<file path="config.mk">
export PLATFORM = sky130hd
export DESIGN_NAME = light_phase_timer
export DESIGN_NICKNAME = d
export VERILOG_FILES = /design/src/rtl/light_pkg.sv /design/src/rtl/phase_counter.sv /design/src/rtl/light_phase_timer.sv
export SDC_FILE = /design/constraint.sdc
export NUM_CORES = 1
export LEC_CHECK = 0
export ABC_AREA = 1
export CORE_MARGIN = 1.5
export CORE_UTILIZATION = 30
export CTS_BUF_LIST = sky130_fd_sc_hd__clkbuf_16
export DETAILED_ROUTE_END_ITERATION = 12
export GPL_TIMING_DRIVEN = 1
export SYNTH_ARGS = -nofsm -noshare
export SYNTH_HDL_FRONTEND = slang
export SYNTH_HIERARCHICAL = 1
export SYNTH_SLANG_ARGS = --single-unit
</file>
<file path="constraint.sdc">
create_clock -name clk -period 3.2 [get_ports clk]
set_clock_uncertainty 0.2 [all_clocks]
set_input_delay 0.8 -clock clk [delete_from_list [all_inputs] [get_ports clk]]
set_output_delay 0.8 -clock clk [all_outputs]
set_load 0.02 [all_outputs]
</file>
<file path="src/rtl/light_pkg.sv">
// Phase encoding and sequencing helpers shared by the traffic-light phase timer.
package light_pkg;

   typedef enum logic [2:0] {RED, RED_AMBER, GREEN, AMBER, ILLEGAL} phase_t;
   typedef enum logic {TIMING, WAIT_CHANGE} tstate_t;

   localparam logic [2:0] LIGHT_RED       = 3'b100;
   localparam logic [2:0] LIGHT_RED_AMBER = 3'b110;
   localparam logic [2:0] LIGHT_GREEN     = 3'b001;
   localparam logic [2:0] LIGHT_AMBER     = 3'b010;

   function automatic phase_t decode_light(input logic [2:0] light);
      phase_t p;
      case (light)
         LIGHT_RED:       p = RED;
         LIGHT_RED_AMBER: p = RED_AMBER;
         LIGHT_GREEN:     p = GREEN;
         LIGHT_AMBER:     p = AMBER;
         default:         p = ILLEGAL;
      endcase
      return p;
   endfunction

   function automatic phase_t next_phase(input phase_t p);
      phase_t n;
      case (p)
         RED:       n = RED_AMBER;
         RED_AMBER: n = GREEN;
         GREEN:     n = AMBER;
         AMBER:     n = RED;
         default:   n = ILLEGAL;
      endcase
      return n;
   endfunction

endpackage

</file>
<file path="src/rtl/phase_counter.sv">
// Loadable down-counter used for phase dwell and stall timing.
// Latency: registered, new value visible one clk after load/clr/dec.
// Backpressure: none; callers must not decrement at zero.
module phase_counter #(
   parameter int CNT_W = 16
)(
   input  logic             clk,
   input  logic             rst_n,
   input  logic             load,
   input  logic [CNT_W-1:0] load_val,
   input  logic             dec,
   input  logic             clr,
   output logic [CNT_W-1:0] q,
   output logic             is_one
);

   always_ff @(posedge clk or negedge rst_n) begin
      if (!rst_n) begin
         q <= '0;
      end else if (load) begin
         q <= load_val;
      end else if (clr) begin
         q <= '0;
      end else if (dec) begin
         q <= q - 1'b1;
      end
   end

   assign is_one = (q == CNT_W'(1));

endmodule

</file>
<file path="src/rtl/light_phase_timer.sv">
// Phase dwell timer, pedestrian arbiter and sequence checker for the traffic-light sequencer.
// Latency: step/ped_ack/fault registered, one clk after the deciding edge.
// Backpressure: none; step is a bare pulse and the sequencer must react within the stall window.
module light_phase_timer
   import light_pkg::*;
#(
   parameter int CNT_W           = 16,
   parameter int RED_TICKS       = 100,
   parameter int RED_AMBER_TICKS = 20,
   parameter int GREEN_TICKS     = 200,
   parameter int AMBER_TICKS     = 30,
   parameter int MIN_GREEN_TICKS = 50,
   parameter int STALL_TICKS     = 8
)(
   input  logic             clk,
   input  logic             rst_n,
   input  logic             tick_en,
   input  logic             red,
   input  logic             amber,
   input  logic             green,
   input  logic             ped_req,
   output logic             step,
   output logic             ped_ack,
   output logic             fault,
   output logic [CNT_W-1:0] remaining
);

   if (RED_TICKS < 1 || RED_AMBER_TICKS < 1 || GREEN_TICKS < 1 || AMBER_TICKS < 1 ||
       MIN_GREEN_TICKS < 1 || STALL_TICKS < 1 || MIN_GREEN_TICKS > GREEN_TICKS ||
       RED_TICKS >= (1 << CNT_W) || RED_AMBER_TICKS >= (1 << CNT_W) ||
       GREEN_TICKS >= (1 << CNT_W) || AMBER_TICKS >= (1 << CNT_W) ||
       STALL_TICKS >= (1 << CNT_W)) begin : g_param_check
      $error("light_phase_timer: tick parameters out of range");
   end

   // Green may end early once the pre-decrement count is at or below this value.
   localparam logic [CNT_W:0]   PED_LIMIT = (CNT_W+1)'(GREEN_TICKS - MIN_GREEN_TICKS + 1);
   localparam logic [CNT_W-1:0] STALL_VAL = CNT_W'(STALL_TICKS);

   logic [2:0]       light_in, light_q;
   phase_t           in_phase, cur_phase;
   tstate_t          state;
   logic             ped_pending;
   logic             changed, bad, live, accept, ped_early;
   logic             timing_tick, expire, stall_tick, stall_hit, grant;
   logic [CNT_W-1:0] dwell_val, dwell_q, stall_q;
   logic             dwell_one, stall_one;

   assign light_in = {red, amber, green};

   always_comb begin
      in_phase    = decode_light(light_in);
      cur_phase   = decode_light(light_q);
      changed     = (light_in != light_q);
      // light_q decodes as ILLEGAL only straight after reset, so the first phase skips the order check.
      bad         = (in_phase == ILLEGAL) ||
                    (changed && cur_phase != ILLEGAL && next_phase(cur_phase) != in_phase);
      live        = !fault && !bad;
      accept      = live && changed;
      ped_early   = (cur_phase == GREEN) && ped_pending && ({1'b0, dwell_q} <= PED_LIMIT);
      timing_tick = live && !changed && state == TIMING && tick_en && dwell_q != '0;
      expire      = timing_tick && (dwell_one || ped_early);
      stall_tick  = live && !changed && state == WAIT_CHANGE && tick_en && stall_q != '0;
      stall_hit   = stall_tick && stall_one;
      grant       = accept && in_phase == RED && ped_pending;
      dwell_val   = '0;
      case (in_phase)
         RED:       dwell_val = CNT_W'(RED_TICKS);
         RED_AMBER: dwell_val = CNT_W'(RED_AMBER_TICKS);
         GREEN:     dwell_val = CNT_W'(GREEN_TICKS);
         AMBER:     dwell_val = CNT_W'(AMBER_TICKS);
         default:   dwell_val = '0;
      endcase
   end

   phase_counter #(.CNT_W(CNT_W)) u_dwell (
      .clk      (clk),
      .rst_n    (rst_n),
      .load     (accept),
      .load_val (dwell_val),
      .dec      (timing_tick),
      .clr      (expire),
      .q        (dwell_q),
      .is_one   (dwell_one)
   );

   phase_counter #(.CNT_W(CNT_W)) u_stall (
      .clk      (clk),
      .rst_n    (rst_n),
      .load     (expire),
      .load_val (STALL_VAL),
      .dec      (stall_tick),
      .clr      (accept),
      .q        (stall_q),
      .is_one   (stall_one)
   );

   always_ff @(posedge clk or negedge rst_n) begin
      if (!rst_n) begin
         light_q     <= '0;
         state       <= TIMING;
         step        <= 1'b0;
         ped_ack     <= 1'b0;
         fault       <= 1'b0;
         ped_pending <= 1'b0;
      end else begin
         light_q     <= light_in;
         step        <= expire;
         ped_ack     <= grant;
         ped_pending <= grant ? ped_req : (ped_pending | ped_req);
         if (!fault && (bad || stall_hit)) begin
            fault <= 1'b1;
         end
         if (accept) begin
            state <= TIMING;
         end else if (expire) begin
            state <= WAIT_CHANGE;
         end
      end
   end

   assign remaining = dwell_q;

endmodule

</file>
### Word-level counts from Yosys, hierarchy flattened

Cells that the tools add are included.

* register bits: 40
* input bits: 7
* word-level logic and storage cells: 77

* add/subtract/negate cells: 2
* order comparisons: 1
* equality and inequality tests: 20
* multiplexer cells: 13
* bitwise operators: 2
* reductions and logical operators: 31

Operators by type and width (number)
* 16-bit two-way mux: 6
* 3-bit one-hot mux with 4 select lines: 3
* 16-bit by 1-bit == test with 1-bit output (second input constant): 2
* 8-bit one-hot mux with 4 select lines: 1
* 16-bit nonzero test: 2
* 16-bit by 1-bit subtractor with 16-bit output (second input constant): 2
* 3-bit by 2-bit == test with 1-bit output (second input constant): 6
* 1-bit logical AND: 18
* 16-bit by 8-bit less-or-equal comparator with 1-bit output (second input constant): 1
* 3-bit == test (second input constant): 5
* 3-bit by 1-bit == test with 1-bit output (second input constant): 4
* 3-bit logical NOT: 2
* 3-bit inequality test: 2
* 3-bit nonzero test: 2
* 1-bit logical NOT: 3
* 1-bit logical OR: 3
* 1-bit two-way mux: 3
* 3-bit inequality test (second input constant): 1
* 2-bit nonzero test: 1
* 1-bit NOT: 1
* 1-bit OR: 1

### Logic depth before layout (Yosys ltp)

Gate-level depths: netlist (run 1).

* depth after elaboration: 16
* depth in mapped cells: 18

### Cells and area by module

The synthesis (run 1) kept the hierarchy.

Modules (own cells, without submodules)
* phase_counter: times used 2, cells each 175, area each 1199.9 sq um, seq. area each 400.4 sq um
* light_phase_timer: times used 1, cells each 104, area each 673.1 sq um, seq. area each 200.2 sq um

### Worst setup path after synthesis (run 1)

Ideal clock, no wire load.

* path type: input to register
* from: input red
* to: register u_stall.q[1]
* setup time: 115 ps
* arrival time: 2531 ps
* slack: 354 ps
* cell stages on the path: 14
* buffers on the path: 2
* cell sequence: inv_1 or2_2 nand2_4 nand3_4 nor2_4 nand2_1 inv_1 buf_6 nor2_8 inv_4 nor2_8 buf_6 o21ai_2 inv_2

* word-level cells in the longest chain between the ends: 13
* elaborated cells on any way between the ends: 26
* those cells by class: 7 x eq/ne; 3 x mux; 16 x reduce/logical

RTL lines
* start: declaration: RTL line light_phase_timer.sv:18 `input logic red,`
* 3-bit by 2-bit == test with 1-bit output, or another cell as far along: RTL line light_pkg.sv:14 `case (light)`
* 3-bit one-hot mux with 4 select lines: RTL line light_pkg.sv:14
* 3-bit inequality test: RTL line light_phase_timer.sv:57 `(changed && cur_phase != ILLEGAL && next_phase(cur_phase) != in_phase);`
* 1-bit logical AND: RTL line light_phase_timer.sv:57
* 1-bit logical OR: RTL line light_phase_timer.sv:56 `bad = (in_phase == ILLEGAL) ||`
* 1-bit logical NOT: RTL line light_phase_timer.sv:58 `live = !fault && !bad;`
* 1-bit logical AND: RTL line light_phase_timer.sv:58
* 1-bit logical AND (*) (4 in a row): RTL line light_phase_timer.sv:61 `timing_tick = live && !changed && state == TIMING && tick_en && dwell_q != '0;`
* net timing_tick: RTL line light_phase_timer.sv:45 `logic timing_tick, expire, stall_tick, stall_hit, grant;`
* 1-bit logical AND (*): RTL line light_phase_timer.sv:62 `expire = timing_tick && (dwell_one || ped_early);`
* net expire: RTL line light_phase_timer.sv:45
* 3-bit nonzero test (no source line) or 16-bit two-way mux (tied branches)
* end signal: assignment: RTL line phase_counter.sv:21 `q <= load_val;`
* end signal: assignment: RTL line phase_counter.sv:25 `q <= q - 1'b1;`
* end: declaration: RTL line phase_counter.sv:13 `output logic [CNT_W-1:0] q,`

Mark *: on every way through the listed nets, which the timed path passes. The rest lies on a longest branch.
A chain may end at the register's enable or synchronous reset.

### Worst setup path after layout (run 1)

* from: input red
* to: register u_stall.q[14]

Same word-level chain as after synthesis.

==> results of run 1 <==
-- sequential cells by signal, summed over array words and instances (netlist names) --
signal / cells
u_dwell/q: 16
u_stall/q: 16
light_q: 3
fault: 1
ped_ack: 1
ped_pending: 1
state: 1
step: 1
-- cell type report --
type	count	area, sq um	area share, %
Multi-Input combinational cell	369	1870	47.4
Sequential cell	40	1000	25.4
Tap cell	133	166	4.22
Clock inverter	3	42.5	1.08
Timing Repair Buffer	57	510	12.9
Clock buffer	5	125	3.17
Inverter	60	230	5.84
-- through the flow --
stage                     hold slack [ns]  util, %  cell area (sq um)  TNS [ns]
final                               0.266     40.0               3940         0
after CTS                           0.274     40.0               3940         0
after floorplan                     0.242        -               3160         0
after global routing                0.298     40.0               3940         0
after global placement              0.256     38.3               3780         0
after detailed placement            0.259     38.3               3780    -0.236
-- power by group through the flow --
stage	clock network [uW]	registers [uW]	logic, uW
floorplan	0	519	32.6
global placement	0	519	66.2
detailed placement	0	519	66.8
CTS	593	510	67.1
global route	616	510	75.3
finish	574	510	66.0
-- tightest hold or removal path: stages (launching register included) --
cell	delay, ns
dfrtp_1	0.34
nand2_1	0.05
nand2_1	0.05
-- final timing paths --
path,start,endpoint,slack (ns)
worst max-delay path,red,u_stall/q[14]$_DFFE_PN0P_,0.26
worst min-delay path,ped_pending$_DFF_PN0_,ped_pending$_DFF_PN0_,0.27
worst max register to register,u_dwell/q[13]$_DFFE_PN0P_,u_stall/q[14]$_DFFE_PN0P_,0.60
worst min register to register,ped_pending$_DFF_PN0_,ped_pending$_DFF_PN0_,0.27
max in group asynchronous,rst_n,u_stall/q[10]$_DFFE_PN0P_,1.74
min in group asynchronous,rst_n,u_dwell/q[9]$_DFFE_PN0P_,0.47
-- cells in the final DEF, fill, tap and decap left out, types with 3 or more instances in the layout --
cell,netlist,final
nand2_1,128,128
nor2_1,54,53
inv_1,49,49
nand3_1,47,47
dfrtp_1,40,40
buf_4,0,30
a21oi_1,26,26
conb_1,2,25
clkdlybuf4s50_1,0,24
o21ai_0,19,19
a22oi_1,12,12
nor2_4,9,9
inv_2,7,7
nand2_2,7,7
nand4_1,6,6
nor4_1,6,6
clkbuf_16,0,5
nor2_8,4,4
ha_1,4,4
or2_2,3,3
nor2_2,2,3
o21ai_1,3,3
-- layer usage --
layer | up-vias | wire (microns) | track usage, %
met5 | - | 0 | 0
met4 | 0 | 117 | 4.56
li1 | 1595 | - | -
met2 | 78 | 3590 | 24.7
met3 | 12 | 350 | 2.13
met1 | 1414 | 3580 | 19.6
-- cells by family (layout without fill, tap and decap cells) --
group / after synthesis / after routing
simple gates: 274 / 274
buf+inv: 68 / 125
compound gates: 63 / 63
flops: 40 / 40
fa+ha+maj: 4 / 4
xor+xnor: 3 / 3
other cells: 2 / 25
==> flow_summary.json, run 1 <==
{
  "place_ws_ns": -0.0534,
  "die_x_microns": 104,
  "clock_latency_ns": 0.28,
  "synth_most_common_cell": "nand2_1",
  "wl_per_cell_microns": 11.5,
  "stdcell_count": 667,
  "yosysUniqueCellTypes": 33,
  "seqPwrFrac_pct": 44.3,
  "initial_core_util_pct": 31.2,
  "clkTransAtPathRegs_ns": 0.06,
  "vias": 3099,
  "cp-start-kind": "input pin",
  "timing.fmax_ghz": 0.340,
  "cts_made_buffers": 5,
  "grt_pass1_vias": 2899,
  "swShare_pct": 21.9,
  "switching_power_uw": 251,
  "ys_warn_count": 6,
  "synth-xor-area-share_pct": 0.855,
  "rows": 36,
  "synth_compound_area_share_pct": 11.6,
  "post_cts_buffers": 0,
  "hold_depth": 2,
  "crit_type": "in2reg",
  "crit_chain": "clkdlybuf4s50_1 -> inv_1 -> or2_2 -> nand2_4 -> nand3_4 -> nor2_4 -> nand2_1 -> inv_1 -> buf_4 -> nor2_8 -> buf_4 -> o21ai_0 -> nand3_1 -> nand2_1 -> nand2_1",
  "die_h_microns": 104,
  "worstPathRequired_ns": 3.17,
  "cp.arrival_ns": 2.91,
  "vias_per_cell": 4.65,
  "synth_top_family_by_area": "simple AND/OR/NAND/NOR gates",
  "p_leak_uw": 0.00195,
  "grt_max_degree": 41,
  "grt_pass1_wl_microns": 13300,
  "ioPinCount": 26,
  "synth_simple_gate_area_share_pct": 43.6,
  "synthCells": 454,
  "n_antenna_cell": 0,
  "synth-seq-area-share_pct": 32.6,
  "htreeDepth": 2,
  "gr-total-overflow": 0,
  "syn2layout_area_growth_pct": 28.3,
  "dp_hpwl_microns": 5860,
  "synthTopCellsByCount": "nand2_1 (128), nor2_1 (54), inv_1 (49)",
  "dr.pass1.iters": 4,
  "cts_hold_buf": 0,
  "maxSlewHeadroom_pct": 36.6,
  "setup_viol": 0,
  "dominantRegCellSynth": "dfrtp_1",
  "netlist.top_cell.by_area": "dfrtp_1",
  "cts_resized": 0,
  "p_clk_share_pct": 49.9,
  "max_stage_delay_ns": 0.51,
  "worst-path-max-fanout": 13,
  "fillCellCount": 1016,
  "cts_num_sinks": 40,
  "synth_seq_cells": 40,
  "die_area_sq_um": 10900,
  "drive_gt1_share_pct": 15.7,
  "crit_cells": 15,
  "gr-usage-all-layers_pct": 14.8,
  "hp-class": "reg2reg",
  "period_needed_ns": 2.94,
  "cts_buffer_depth": 2,
  "power_uw": 1150,
  "cp-end-kind": "flip-flop",
  "r2r_cells": 13,
  "tightest_slew_ns": 0.952,
  "cp_num_buf_inv": 5,
  "power_density_nw_per_um2": 292,
  "internal_power_uw": 899,
  "antenna_found_initial": 0,
  "max-cap-violations": 0,
  "fin_crit_sh_pct": 92.0,
  "cts_tree": "done",
  "slew_violations": 0,
  "ys_top_cells_by_area": "dfrtp_1 (33%), nand2_1 (16%), nand3_1 (7.7%)",
  "synthAdderAreaFrac_pct": 1.63,
  "fin_ws_ns": 0.257,
  "synth_edf_count": 0,
  "drc_errors": 0,
  "cp_top_family": "buffers and inverters",
  "synth.avg_cell_area_sq_um": 6.77,
  "gp_congestion": 0.854,
  "totalWireLength_microns": 7640,
  "fin_nets": 544,
  "hold_viol_final": 0,
  "worst_path_max_delay_cell": "clkdlybuf4s50_1",
  "core-area_sq_um": 9860,
  "synth.cell_area_sq_um": 3070,
  "io_buffers": 25,
  "place_inst": 659,
  "drtIter0Drc": 105,
  "status": "complete, no violations",
  "synth.mux.area_fraction_pct": 0,
  "cp_common_cell": "nand2_1",
  "grt_setup_unrepaired": "no",
  "async_flop_share_pct": 100,
  "synth_top_area_share_pct": 32.6,
  "peakVddDrop_mv": 0.293,
  "power_frac_comb_pct": 5.7,
  "root_buffer": "clkbuf_16",
  "antenna_left": 0
}
No activity file was read; power rests on OpenSTA's default activity.
==> run 2, diff against run 1 <==
==> constraint.sdc (replaced) <==
create_clock -name clk -period 3.2 [get_ports clk]
set_clock_uncertainty 0.2 [all_clocks]
set_input_delay 0.8 -clock clk [delete_from_list [all_inputs] [get_ports clk]]
set_output_delay 0.8 -clock clk [all_outputs]
set_load 0.005 [all_outputs]
==> results of run 2 <==
Final layout, timing and power as in run 1 (identical DEF).
